### src/rtl/mem_copy_engine_pkg.sv
// Shared constants and FSM encoding for the memory copy engine.
package mem_copy_engine_pkg;

    localparam int unsigned DEPTH_DEFAULT = 64;
    localparam int unsigned LEN_W         = 7;

    typedef enum logic [1:0] {
        IDLE  = 2'd0,
        READ  = 2'd1,
        WRITE = 2'd2,
        DONE  = 2'd3
    } state_t;

endpackage

### src/rtl/mem_copy_addr_gen.sv
// Word index counter plus modulo-DEPTH source/destination address adders.
// Bases are expected already reduced modulo DEPTH.
module mem_copy_addr_gen
    import mem_copy_engine_pkg::*;
#(
    parameter int unsigned DEPTH  = DEPTH_DEFAULT,
    parameter int unsigned ADDR_W = 32
) (
    input  logic              clk,
    input  logic              rst,
    input  logic              clr,
    input  logic              inc,
    input  logic [ADDR_W-1:0] src_base,
    input  logic [ADDR_W-1:0] dst_base,
    output logic [LEN_W-1:0]  idx,
    output logic [ADDR_W-1:0] rd_next_c,
    output logic [ADDR_W-1:0] wr_addr_c
);

    localparam logic [ADDR_W-1:0] DEPTH_A = ADDR_W'(DEPTH);

    // base < DEPTH and offset <= DEPTH, so one conditional subtract wraps
    function automatic logic [ADDR_W-1:0] wrap_add(input logic [ADDR_W-1:0] base,
                                                   input logic [LEN_W-1:0]  off);
        logic [ADDR_W-1:0] sum;
        sum = base + ADDR_W'(off);
        return (sum >= DEPTH_A) ? (sum - DEPTH_A) : sum;
    endfunction

    always_ff @(posedge clk or negedge rst) begin
        if (!rst) begin
            idx <= '0;
        end else if (clr) begin
            idx <= '0;
        end else if (inc) begin
            idx <= idx + LEN_W'(1);
        end
    end

    // read of the next word is issued in the same edge that bumps idx
    assign rd_next_c = wrap_add(src_base, idx + LEN_W'(1));
    assign wr_addr_c = wrap_add(dst_base, idx);

endmodule

### src/rtl/mem_copy_engine.sv
// Word-by-word memory copy engine: one READ then one WRITE cycle per word.
// Optional running checksum of written words with MEM_COPY_CHECKSUM_EN.
module mem_copy_engine
    import mem_copy_engine_pkg::*;
#(
    parameter int unsigned DEPTH  = DEPTH_DEFAULT,
    parameter int unsigned DATA_W = 32,
    parameter int unsigned ADDR_W = 32
) (
    input  logic              clk,
    input  logic              rst,
    input  logic              start,
    input  logic [ADDR_W-1:0] src,
    input  logic [ADDR_W-1:0] dst,
    input  logic [LEN_W-1:0]  len,
    output logic [ADDR_W-1:0] addr,
    output logic [DATA_W-1:0] write_data,
    output logic              MemWrite,
    output logic              MemRead,
    input  logic [DATA_W-1:0] read_data,
    output logic              busy,
    output logic              done
`ifdef MEM_COPY_CHECKSUM_EN
    ,
    output logic [DATA_W-1:0] checksum
`endif
);

    localparam logic [ADDR_W-1:0] DEPTH_A = ADDR_W'(DEPTH);
    localparam logic [LEN_W-1:0]  DEPTH_L = LEN_W'(DEPTH);

    state_t            state_q, state_d;
    logic [ADDR_W-1:0] src_q, dst_q;
    logic [LEN_W-1:0]  len_q;
    logic [LEN_W-1:0]  idx;
    logic [ADDR_W-1:0] rd_next_c, wr_addr_c;
    logic [LEN_W-1:0]  len_cl_c;
    logic [ADDR_W-1:0] src_wrap_c, dst_wrap_c;
    logic              capture, idx_clr, idx_inc;
    logic [ADDR_W-1:0] addr_d;
    logic [DATA_W-1:0] wdata_d;
    logic              mem_read_d, mem_write_d, busy_d, done_d;

    assign len_cl_c   = (len > DEPTH_L) ? DEPTH_L : len;
    assign src_wrap_c = src % DEPTH_A;
    assign dst_wrap_c = dst % DEPTH_A;

    mem_copy_addr_gen #(
        .DEPTH  (DEPTH),
        .ADDR_W (ADDR_W)
    ) u_addr_gen (
        .clk       (clk),
        .rst       (rst),
        .clr       (idx_clr),
        .inc       (idx_inc),
        .src_base  (src_q),
        .dst_base  (dst_q),
        .idx       (idx),
        .rd_next_c (rd_next_c),
        .wr_addr_c (wr_addr_c)
    );

    always_ff @(posedge clk or negedge rst) begin
        if (!rst) begin
            state_q <= IDLE;
        end else begin
            state_q <= state_d;
        end
    end

    // Outputs are computed for the state being entered and registered,
    // so each strobe/address lines up exactly with its state cycle.
    always_comb begin
        state_d     = state_q;
        addr_d      = '0;
        wdata_d     = '0;
        mem_read_d  = 1'b0;
        mem_write_d = 1'b0;
        busy_d      = 1'b0;
        done_d      = 1'b0;
        capture     = 1'b0;
        idx_clr     = 1'b0;
        idx_inc     = 1'b0;
        case (state_q)
            IDLE: begin
                if (start) begin
                    capture = 1'b1;
                    idx_clr = 1'b1;
                    if (len_cl_c != '0) begin
                        state_d    = READ;
                        addr_d     = src_wrap_c;
                        mem_read_d = 1'b1;
                        busy_d     = 1'b1;
                    end else begin
                        state_d = DONE;
                        done_d  = 1'b1;
                    end
                end
            end
            READ: begin
                state_d     = WRITE;
                addr_d      = wr_addr_c;
                wdata_d     = read_data;
                mem_write_d = 1'b1;
                busy_d      = 1'b1;
            end
            WRITE: begin
                idx_inc = 1'b1;
                if (idx + LEN_W'(1) == len_q) begin
                    state_d = DONE;
                    done_d  = 1'b1;
                end else begin
                    state_d    = READ;
                    addr_d     = rd_next_c;
                    mem_read_d = 1'b1;
                    busy_d     = 1'b1;
                end
            end
            DONE: begin
                state_d = IDLE;
            end
            default: begin
                state_d = IDLE;
            end
        endcase
    end

    always_ff @(posedge clk or negedge rst) begin
        if (!rst) begin
            src_q <= '0;
            dst_q <= '0;
            len_q <= '0;
        end else if (capture) begin
            src_q <= src_wrap_c;
            dst_q <= dst_wrap_c;
            len_q <= len_cl_c;
        end
    end

    // write_data doubles as the hold register for the word in flight
    always_ff @(posedge clk or negedge rst) begin
        if (!rst) begin
            addr       <= '0;
            write_data <= '0;
            MemRead    <= 1'b0;
            MemWrite   <= 1'b0;
            busy       <= 1'b0;
            done       <= 1'b0;
        end else begin
            addr       <= addr_d;
            write_data <= wdata_d;
            MemRead    <= mem_read_d;
            MemWrite   <= mem_write_d;
            busy       <= busy_d;
            done       <= done_d;
        end
    end

`ifdef MEM_COPY_CHECKSUM_EN
    always_ff @(posedge clk or negedge rst) begin
        if (!rst) begin
            checksum <= '0;
        end else if (capture) begin
            checksum <= '0;
        end else if (state_q == WRITE) begin
            checksum <= checksum + write_data;
        end
    end
`endif

endmodule

### config.mk
export PLATFORM = sky130hd
export DESIGN_NAME = mem_copy_engine
export DESIGN_NICKNAME = d
export VERILOG_FILES = /design/src/rtl/mem_copy_engine_pkg.sv /design/src/rtl/mem_copy_addr_gen.sv /design/src/rtl/mem_copy_engine.sv
export SDC_FILE = /design/constraint.sdc
export NUM_CORES = 1
export LEC_CHECK = 0
export CORE_ASPECT_RATIO = 0.5
export CORE_MARGIN = 4
export CORE_UTILIZATION = 25
export CTS_BUF_LIST = sky130_fd_sc_hd__clkbuf_8
export CTS_CLUSTER_DIAMETER = 30
export DETAILED_ROUTE_END_ITERATION = 6
export PLACE_DENSITY = 0.48
export REMOVE_ABC_BUFFERS = 1
export SYNTH_ARGS = -nofsm -noshare
export SYNTH_HDL_FRONTEND = slang
export SYNTH_HIERARCHICAL = 1
export SYNTH_SLANG_ARGS = --single-unit
### constraint.sdc
create_clock -name clk -period 4.35 [get_ports clk]
set_input_delay 0.6525 -clock clk [delete_from_list [all_inputs] [get_ports clk]]
set_output_delay 0.6525 -clock clk [all_outputs]
set_load 0.01 [all_outputs]
==> impl_results.md <==
* Asr flop ratio synth at 1.00
* Initial DRC count at 450
* Total Power at a little over 4 mW
* Most common cell after layout, fill and taps aside: conb_1
* #FFs+latches synth at between 90 and 100
* Worst EP required at between 4 and 5 ns
* Nets@finish at 1377
* Worst hold slack at between 0.3 and 0.4 ns
* DIE AREA at 34000 µm²
* Finish-stage setup viols at 0
* CTS Hold Buffers Added at 0
* Drt drc at 0
* Starting Density at 0.255
* WL per Instance at 14.9 µm
* Final hold violation count at 0
* # rows at between 40 and 50
* Clock tree buffer depth at 2
* Area Overhead vs Synth at 43.0%
* Share of layout cells above drive strength 1 at 0.148
* EDFF count, synth at 0
* F_max at 0.234 GHz
* DRT Pass-1 Iters at 5
* Library cells used by synthesis at slightly below 100
* Sinks on the clock net at 96
* Worst min-delay path class: in2async
* Status: finished, final reports clean
* Leakage at about 4.8 nW
* Avg Cell Area, Syn at around 8.8 µm²
* Ys flop type: dfrtp_1
* IO Count at between 150 and 200
* Vias per cell at 4.54
* Vias in the first global route at between 7000 and 8000
* Final min period at roughly 4.3 ns
* Largest net degree at the start of global routing at 64
* DP HPWL at 19600 µm
* Num CTS Buffers at 9
* Synth Instances at about 900
* CTS tree: done
* Maximum clock skew at final layout at about 0.025 ns
* Setup Total Neg Slack at 0 ns
* CP endpoint kind: register
* Die Ht at about 130 µm
* Clock Latency Late Sink at 0.43 ns
* WL final at 24700 µm
* Worst IR Drop VDD at approximately 0.00016 V
* Post-Syn Area at 7740 µm²
* Global route overflow at 0
* Max-slew violation count at 0
* Initial antenna violation count at 0
* First-pass GRT wire length at just under 40000 µm
* Root buffer cell: clkbuf_8
* H-Tree Depth at 3
* Max_cap viols at 0
* I/O Buffers at ~120
* Worst Path Max Fanout at 3
* ANT cells at 0
* Total global-route track usage at 0.146
* Setup crit start kind: register
* Filler Cell Count at between 3000 and 4000
* Remaining antenna violation count at 0
* Critical Path AT at 4.62 ns
* Relative max-transition margin at 0.343
* Die W at around 260 µm
* Most frequent cells in the layout: 207 x conb_1, 120 x clkdlybuf4s50_1, 97 x nand2_1, 94 x dfrtp_1, 77 x buf_4
* Final RePlAce weighted congestion at around 0.87
* PD cells at 370 nW/µm²
* Critical path class: reg2reg
* Worst slew pin tran at 0.980 ns
* Fin crit share at 0.982
* Sequential area share after synthesis at 0.310
* RSZ-0062 raised after global routing: yes
* Routed via count at around 7500
* Ys Warns at 6
* Core Box Area at roughly 30000 µm²
* Reg clk slew, reported paths at 0.11 ns
==> routing by layer <==
layer,up-vias,track usage,share of wire,routed length [µm]
met1,3556,0.196,0.48,11900
li1,3770,-,-,-
met2,149,0.234,0.45,11100
met5,-,0,0,0
met3,27,0.0335,0.049,1200
met4,0,0.0457,0.021,524
==> cell type report <==
| class | instances | area (µm²) | share of cell area |
|---|---|---|---|
| clock inverter | 7 | 73.8 | 0.00667 |
| timing repair buffer | 201 | 1820 | 0.165 |
| clock buffer | 9 | 124 | 0.0112 |
| tap | 399 | 499 | 0.0451 |
| sequential | 96 | 2400 | 0.217 |
| inverter | 15 | 56.3 | 0.00509 |
| multi-input combinational | 926 | 6090 | 0.550 |
==> cell usage after synthesis, drive strengths merged, types with 15 or more instances <==
| library cell | n | share of area |
|---|---|---|
| a211oi | 15 | 0.017 |
| a21oi | 29 | 0.021 |
| a22o | 26 | 0.029 |
| and2 | 38 | 0.031 |
| and3 | 23 | 0.019 |
| buf | 22 | 0.020 |
| clkbuf | 23 | 0.012 |
| dfrtp | 96 | 0.31 |
| ha | 20 | 0.032 |
| inv | 15 | 0.0073 |
| nand2 | 98 | 0.048 |
| nand3 | 49 | 0.034 |
| nand4 | 28 | 0.023 |
| nor2 | 49 | 0.024 |
| nor3 | 27 | 0.018 |
| nor4 | 18 | 0.018 |
| o21ai | 18 | 0.012 |
| xnor2 | 68 | 0.077 |
| xor2 | 43 | 0.049 |
==> worst paths after layout <==
kind	startpoint	end	slack, ns	depth (start not counted)
max	u_addr_gen/idx[0]$_DFFE_PN0P_	addr[15]$_DFF_PN0_	0.08	21
min	rst	addr[23]$_DFF_PN0_	0.31	1
max reg2reg	u_addr_gen/idx[0]$_DFFE_PN0P_	addr[15]$_DFF_PN0_	0.08	21
min reg2reg	state_q[0]$_DFFE_PN0P_	state_q[0]$_DFFE_PN0P_	0.47	1
max in group asynchronous	rst	addr[10]$_DFF_PN0_	3.02	2
min in group clk	state_q[0]$_DFFE_PN0P_	state_q[0]$_DFFE_PN0P_	0.47	1
==> critical path: stages (launching register included) <==
cell	delay, ns
dfrtp_1	0.41
buf_6	0.12
ha_4	0.12
and3_4	0.21
nand3_4	0.10
xnor2_4	0.15
ha_1	0.32
a21o_2	0.25
a211oi_4	0.25
a21o_2	0.20
xnor2_2	0.08
inv_2	0.09
ha_4	0.14
nand2_2	0.04
or3_4	0.34
o311ai_4	0.25
buf_6	0.16
a211oi_4	0.05
a31oi_4	0.23
mux2i_1	0.24
xor2_1	0.24
a22o_1	0.20
==> kinds of logic (layout without fill, tap and decap cells) <==
group                      Yosys count  after routing  share of synthesized area
DFF                                 96             96                      0.310
xor gates and xnor gates           112            112                      0.129
adders and majority gates           22             22                     0.0375
other                                1            207                   0.000485
buffers and inverters               60            232                     0.0391
and+or+nand+nor                    391            391                      0.276
AOI/OAI and AO/OA                  185            185                      0.196
muxes                                9              9                     0.0120
==> state kept, by name, indices dropped and copies added (netlist names) <==
name,count
addr,32
len_q,7
busy,1
state_q,2
MemWrite,1
dst_q,6
u_addr_gen/idx,7
src_q,6
done,1
MemRead,1
write_data,32
==> per-stage QoR <==
step	worst slack [ns]	instances	utilization	area, µm²
after floorplan	-0.213	1037	-	8270
after global routing	-0.0996	1653	0.364	11100
after CTS	-0.0134	1643	0.356	10800
after detailed placement	-0.193	1623	0.345	10500
after global placement	-0.229	1623	0.345	10500
final	0.0762	1653	0.364	11100
==> power breakdown <==
| part | switching, mW | internal [mW] |
|---|---|---|
| sequential | 0.151 | 1.21 |
| combinational | 1.08 | 1.06 |
| clock | 0.384 | 0.225 |
| total | 1.61 | 2.49 |
==> repair_timing <==
action,in CTS,in global routing
resized for setup,25,33
cloned,0,0
pin swaps,16,23
setup buffers,4,10
endpoints found under the setup margin,25,25
Power figures use the tool's default switching activity.
